===== src/rtl/mp_arith_pkg.sv =====
// Shared types and constants for the multi-precision arithmetic datapath.
package mp_arith_pkg;

    localparam int unsigned LIMB_W = 16;

    typedef enum logic [0:0] {
        IDLE = 1'b0,
        RUN  = 1'b1
    } state_e;

    typedef logic [LIMB_W-1:0] limb_t;

endpackage : mp_arith_pkg


===== src/rtl/adder_16bit.sv =====
// 16-bit carry-lookahead limb adder: 4-bit groups with group generate/propagate
// and a block-level lookahead across the four groups.
module adder_16bit
    import mp_arith_pkg::*;
(
    input  logic [15:0] iA,
    input  logic [15:0] iB,
    input  logic        iC,
    output logic [15:0] oSum,
    output logic        oC,
    output logic [3:0]  oG,
    output logic [3:0]  oP,
    output logic [15:0] oC_array
);

    logic [15:0] p;
    logic [15:0] g;
    logic [15:0] ci;
    logic [15:0] co;
    logic [3:0]  gg;
    logic [3:0]  gp;
    logic [4:0]  bc;

    // Bit generate/propagate, group lookahead, then per-bit carries inside each group.
    always_comb begin
        p  = iA ^ iB;
        g  = iA & iB;
        gg = '0;
        gp = '0;
        bc = '0;
        ci = '0;
        co = '0;
        bc[0] = iC;
        for (int k = 0; k < 4; k++) begin
            gg[k] = g[4*k+3]
                  | (p[4*k+3] & g[4*k+2])
                  | (p[4*k+3] & p[4*k+2] & g[4*k+1])
                  | (p[4*k+3] & p[4*k+2] & p[4*k+1] & g[4*k]);
            gp[k] = &p[4*k +: 4];
            bc[k+1] = gg[k] | (gp[k] & bc[k]);
        end
        for (int k = 0; k < 4; k++) begin
            for (int j = 0; j < 4; j++) begin
                ci[4*k+j] = (j == 0) ? bc[k] : co[4*k+j-1];
                co[4*k+j] = g[4*k+j] | (p[4*k+j] & ci[4*k+j]);
            end
        end
    end

    assign oSum     = p ^ ci;
    assign oC       = bc[4];
    assign oG       = gg;
    assign oP       = gp;
    assign oC_array = co;

endmodule : adder_16bit


===== src/rtl/mp_addsub_seq.sv =====
// Sequential multi-precision add/subtract: streams LS-first 16-bit limbs,
// chains carry/borrow through a register, one output register stage.
module mp_addsub_seq #(
    parameter int unsigned LIMB_W = 16,
    parameter int unsigned LIMBS  = 4
) (
    input  logic              iClk,
    input  logic              iRst,
    input  logic              iValid,
    output logic              oReady,
    input  logic [LIMB_W-1:0] iA,
    input  logic [LIMB_W-1:0] iB,
    input  logic              iSub,
    output logic              oValid,
    input  logic              iReady,
    output logic [LIMB_W-1:0] oSum,
    output logic              oLast,
    output logic              oC,
    output logic              oZero
);

    import mp_arith_pkg::*;

    localparam int unsigned IDX_W = (LIMBS > 1) ? $clog2(LIMBS) : 1;

    state_e            state_q, state_d;
    logic [IDX_W-1:0]  idx_q, idx_d;
    logic              carry_q, carry_d;
    logic              zacc_q, zacc_d;
    logic              mode_q, mode_d;
    logic              valid_q, valid_d;
    limb_t             sum_q, sum_d;
    logic              last_q, last_d;
    logic              c_q, c_d;
    logic              zero_q, zero_d;

    logic              accept_c;
    logic              take_c;
    logic              first_c;
    logic              last_limb_c;
    logic              mode_c;
    logic              cin;
    logic              zacc_c;
    logic              sum_zero_c;
    limb_t             bop;
    limb_t             sum;
    logic              cout;
    logic [3:0]        g_unused;
    logic [3:0]        p_unused;
    logic [15:0]       carries_unused;

    assign oReady   = !iRst && (!valid_q || iReady);
    assign accept_c = iValid && oReady;
    assign take_c   = valid_q && iReady;

    // Limb 0 takes its mode and carry-in from iSub; later limbs use the registers.
    assign first_c     = (state_q == IDLE);
    assign last_limb_c = (idx_q == IDX_W'(LIMBS - 1));
    assign mode_c      = first_c ? iSub : mode_q;
    assign cin         = first_c ? iSub : carry_q;
    assign bop         = mode_c ? ~limb_t'(iB) : limb_t'(iB);
    assign zacc_c      = first_c ? 1'b1 : zacc_q;
    assign sum_zero_c  = (sum == '0);

    adder_16bit u_adder (
        .iA       (limb_t'(iA)),
        .iB       (bop),
        .iC       (cin),
        .oSum     (sum),
        .oC       (cout),
        .oG       (g_unused),
        .oP       (p_unused),
        .oC_array (carries_unused)
    );

    // Next-state for the limb FSM, chained carry/zero accumulators and output register.
    always_comb begin
        state_d = state_q;
        idx_d   = idx_q;
        carry_d = carry_q;
        zacc_d  = zacc_q;
        mode_d  = mode_q;
        valid_d = valid_q;
        sum_d   = sum_q;
        last_d  = last_q;
        c_d     = c_q;
        zero_d  = zero_q;

        if (accept_c) begin
            valid_d = 1'b1;
            sum_d   = sum;
            last_d  = last_limb_c;
            if (first_c) begin
                mode_d = iSub;
            end
            if (last_limb_c) begin
                state_d = IDLE;
                idx_d   = '0;
                carry_d = 1'b0;
                zacc_d  = 1'b1;
                c_d     = mode_c ? ~cout : cout;
                zero_d  = zacc_c & sum_zero_c;
            end else begin
                state_d = RUN;
                idx_d   = idx_q + IDX_W'(1);
                carry_d = cout;
                zacc_d  = zacc_c & sum_zero_c;
                c_d     = 1'b0;
                zero_d  = 1'b0;
            end
        end else if (take_c) begin
            valid_d = 1'b0;
        end
    end

    // State and output registers with synchronous reset.
    always_ff @(posedge iClk) begin
        if (iRst) begin
            state_q <= IDLE;
            idx_q   <= '0;
            carry_q <= 1'b0;
            zacc_q  <= 1'b1;
            mode_q  <= 1'b0;
            valid_q <= 1'b0;
            sum_q   <= '0;
            last_q  <= 1'b0;
            c_q     <= 1'b0;
            zero_q  <= 1'b0;
        end else begin
            state_q <= state_d;
            idx_q   <= idx_d;
            carry_q <= carry_d;
            zacc_q  <= zacc_d;
            mode_q  <= mode_d;
            valid_q <= valid_d;
            sum_q   <= sum_d;
            last_q  <= last_d;
            c_q     <= c_d;
            zero_q  <= zero_d;
        end
    end

    assign oValid = valid_q;
    assign oSum   = LIMB_W'(sum_q);
    assign oLast  = last_q;
    assign oC     = c_q;
    assign oZero  = zero_q;

endmodule : mp_addsub_seq


===== config.mk =====
export PLATFORM = sky130hd
export DESIGN_NAME = mp_addsub_seq
export DESIGN_NICKNAME = d
export VERILOG_FILES = /design/src/rtl/mp_arith_pkg.sv /design/src/rtl/adder_16bit.sv /design/src/rtl/mp_addsub_seq.sv
export SDC_FILE = /design/constraint.sdc
export NUM_CORES = 1
export LEC_CHECK = 0
export ABC_AREA = 1
export CAP_MARGIN = 20
export CORE_MARGIN = 3
export CORE_UTILIZATION = 47
export CTS_CLUSTER_DIAMETER = 150
export DETAILED_ROUTE_END_ITERATION = 8
export PLACE_DENSITY = 0.8
export SYNTH_ARGS = -nofsm -noshare
export SYNTH_HDL_FRONTEND = slang
export SYNTH_SLANG_ARGS = --single-unit

===== constraint.sdc =====
create_clock -name iClk -period 5.79 [get_ports iClk]
set_input_delay 1.158 -clock iClk [delete_from_list [all_inputs] [get_ports iClk]]
set_output_delay 1.158 -clock iClk [all_outputs]
set_load 0.1 [all_outputs]

==> results.toml, run 1 <==
[worst_hold_path]
whs_path_depth = 2
holdPathEnd = "idx_q[1]$_SDFFE_PP0P_"
worstHoldPathType = "reg -> reg"
hold_path.startpoint = "idx_q[1]$_SDFFE_PP0P_"

[place]
placed_cells = 338
port_buffers = 57
place_congestion = 0.8221
hpwl_mm = 3.478
pre_cts_slack_ns = 0.4743

[routing]
antenna_left = 0
dr.pass1.iters = 4
via_per_inst = 4.965
dr.first_iter.drc_count = 127
wl_mm = 4.216
wl_per_cell_um = 12.33
num_vias = 1698
post-route-drc-count = 0

[status]
status = "completed"

[finish]
drive_gt1_frac = 0.1088
layout_commonest_cell = "clkdlybuf4s50_1"
area_growth_pct = 33.92
final_nets = 361
stdcell_count = 342
antenna_cells = 0
mostFrequentLayoutCells = "57 x clkdlybuf4s50_1, 38 x nand2_1, 28 x inv_1"
fillers = 335

[worst_setup_path]
cp.required_ns = 6.01
worstPathCellList = "clkdlybuf4s50_1, nor2_1, inv_1, o21ai_2, buf_4, xnor2_1, ha_1, nand2_1, inv_1, nand2_1, nand2_1, a41oi_1, nand2_2, inv_1, fa_1, fa_1, fa_1, nand4_1, nor4_1, nand2_1, nand2_1, o21ai_1, nand2_1"
crit_top_cell = "nand2_1"
critPathTopFamily = "adder cells"
cpPeakStageDelay_ns = 0.52
reg2regPathDepth = 21
r2r_slack_ns = 1.52
end_kind = "flip-flop"
crit_path_start_kind = "input pin"
crit_buf_inv = 5
critPathSlowestCell = "fa_1"
crit_path_max_fanout = 11
crit_type = "in -> reg"
r2r_start = "state_q$_SDFFE_PP0P_"
worstPathArrival_ns = 5.30
regToRegEndpoint = "zacc_q$_SDFFE_PP1P_"

[floorplan]
ios = 58
num_rows = 22
die_x_um = 70.13
initial_core_util = 0.5089
die_area_um2 = 4918
fp.dieH_um = 70.13
core-area_um2 = 3799

[clock_network]
cts_tree = "built"
numCtsBuffers = 3
clockBufferDepth = 2
hold_buffers = 0
postCtsSetupBuffers = 0
clk_latency_ns = 0.27
cts_root_buf = "clkbuf_8"
clkTransAtPathRegs_ns = 0.09
cts_resized = 0
ctsHtreeMaxLevel = 1
clkSinkCount = 26

[grt]
grt_max_degree = 30
overflow = 0
grt_pass1_vias = 1591
antenna_found_initial = 0
grt_util_all_layers = 0.1773
grt_pass1_wl_mm = 7.182

[timing]
fmax_mhz = 196.7
slew_headroom = 0.3468
fin_crit_sh = 0.8782
fin_ws_ns = 0.7050
slew_viol_final = 0
finalHoldViolations = 0
clock_skew_ns = 0.002013
setup_tns_ns = 0
setup_violations = 0
tightest_slew_ns = 0.9768
rsz0062_at_grt = "false"
post-route-min-period_ns = 5.085

[synth]
avgSynthCellArea_um2 = 8.055
ys.flop_type = "dfxtp_1"
synth.distinct_cells = 25
ys_warn_count = 0
ys_seq_area_frac = 0.2693
synth_seq_cells = 26
ys_top_cells_by_area = "dfxtp_1 27%, fa_1 12%, ha_1 11%"
syn_area_um2 = 1933
synth_edf_count = 0
yosysTopAreaCellShare = 0.2693
synth_nets = 306
syn_inst = 240
async_reset_ff_frac = 0
synth_largest_area_cell = "dfxtp_1"

[flow_run]
maxCapViolCount = 0

[power_and_ir_drop]
p_leak_nw = 1.149
p_per_area_nw_per_um2 = 283.6
vdd_drop_max_v = 0.0001338
[report_power, final]
part | internal, mW | switching (mW) | total, mW | leakage (nW)
combinational | 0.133 | 0.244 | 0.377 | 0.899
sequential | 0.196 | 0.0102 | 0.206 | 0.214
clock | 0.0925 | 0.0582 | 0.151 | 0.0357
[Yosys cell counts (2+ instances only)]
cell	instances
xnor2_1	17
nand2_1	38
clkbuf_1	2
fa_1	12
a21oi_1	20
nor4_1	2
inv_1	28
dfxtp_1	26
a21oi_2	3
ha_1	17
nor2_1	14
buf_6	2
nand2_2	4
nand3_2	3
inv_2	12
o21ai_1	14
buf_4	3
nor2_2	2
xor2_1	4
nand4_1	3
nand3_1	10
[worst max path at each step]
stage               depth (start not counted)  slack [ns]                  end  startpoint
detailed placement                         21        0.47   oZero$_SDFFE_PP0P_        iSub
global placement                           21        0.63   oZero$_SDFFE_PP0P_        iSub
finish                                     23        0.70  zacc_q$_SDFFE_PP1P_        iSub
CTS                                        23        0.69  zacc_q$_SDFFE_PP1P_        iSub
floorplan                                  23        1.20   oZero$_SDFFE_PP0P_        iSub
global route                               23        0.30  zacc_q$_SDFFE_PP1P_        iSub
[per-stage QoR]
stage               utilization  hold WS, ns  power, mW  cell area, µm²
CTS                      0.6815       0.4757     0.7388            2589
detailed placement       0.6627       0.4587     0.5894            2517
floorplan                     -       0.4351     0.4892            1933
finish                   0.6815       0.4725     0.7341            2589
global placement         0.6627       0.4539     0.5822            2517
global route             0.6815       0.5014     0.7797            2589
[worst min-delay path, stage by stage (launching register included)]
cell	delay (ns)
dfxtp_1	0.32
nand3_1	0.07
nand2_1	0.04
[area by class of cell]
class	instances	area, µm²	area share
clock buffer	3	41.29	0.01595
clock inverter	1	30.03	0.01160
inverter	40	150.1	0.05800
multi-input combinational	166	1209	0.4669
sequential	26	520.5	0.2011
tap	48	60.06	0.02320
timing repair buffer	58	578.1	0.2233
[registers in the layout, summed over array words and instances (netlist names)]
name and cells:
oSum 16, idx_q 2, carry_q 1, state_q 1
zacc_q 1, oC 1, mode_q 1, oValid 1
oZero 1, oLast 1
[kinds of logic (layout without fill, tap and decap cells)]
kind of cell	Yosys count	count (layout)	synth area share
compound gates	38	38	0.1062
flops	26	26	0.2693
fa+ha+maj	29	29	0.2343
xor+xnor	21	21	0.09514
simple gates	78	78	0.1877
buf+inv	48	102	0.1074
[per-layer routing]
layer,global-route usage,up-vias,part of all wire
li1,-,868,-
met1,0.2284,781,0.45
met2,0.3064,44,0.50
met3,0.03165,5,0.044
met4,0.04255,0,0.010
met5,0,-,0
Power figures use the tool's default switching activity.
==> run 2, diff against run 1 <==
- GPL_ROUTABILITY_DRIVEN: default -> 0
==> results of run 2 <==
Final layout, timing and power as in run 1 (identical DEF).
==> run 3, diff against run 2 <==
- CTS_CLUSTER_DIAMETER: 150 -> default
==> results of run 3 <==
Final layout, timing and power as in run 1 (identical DEF).
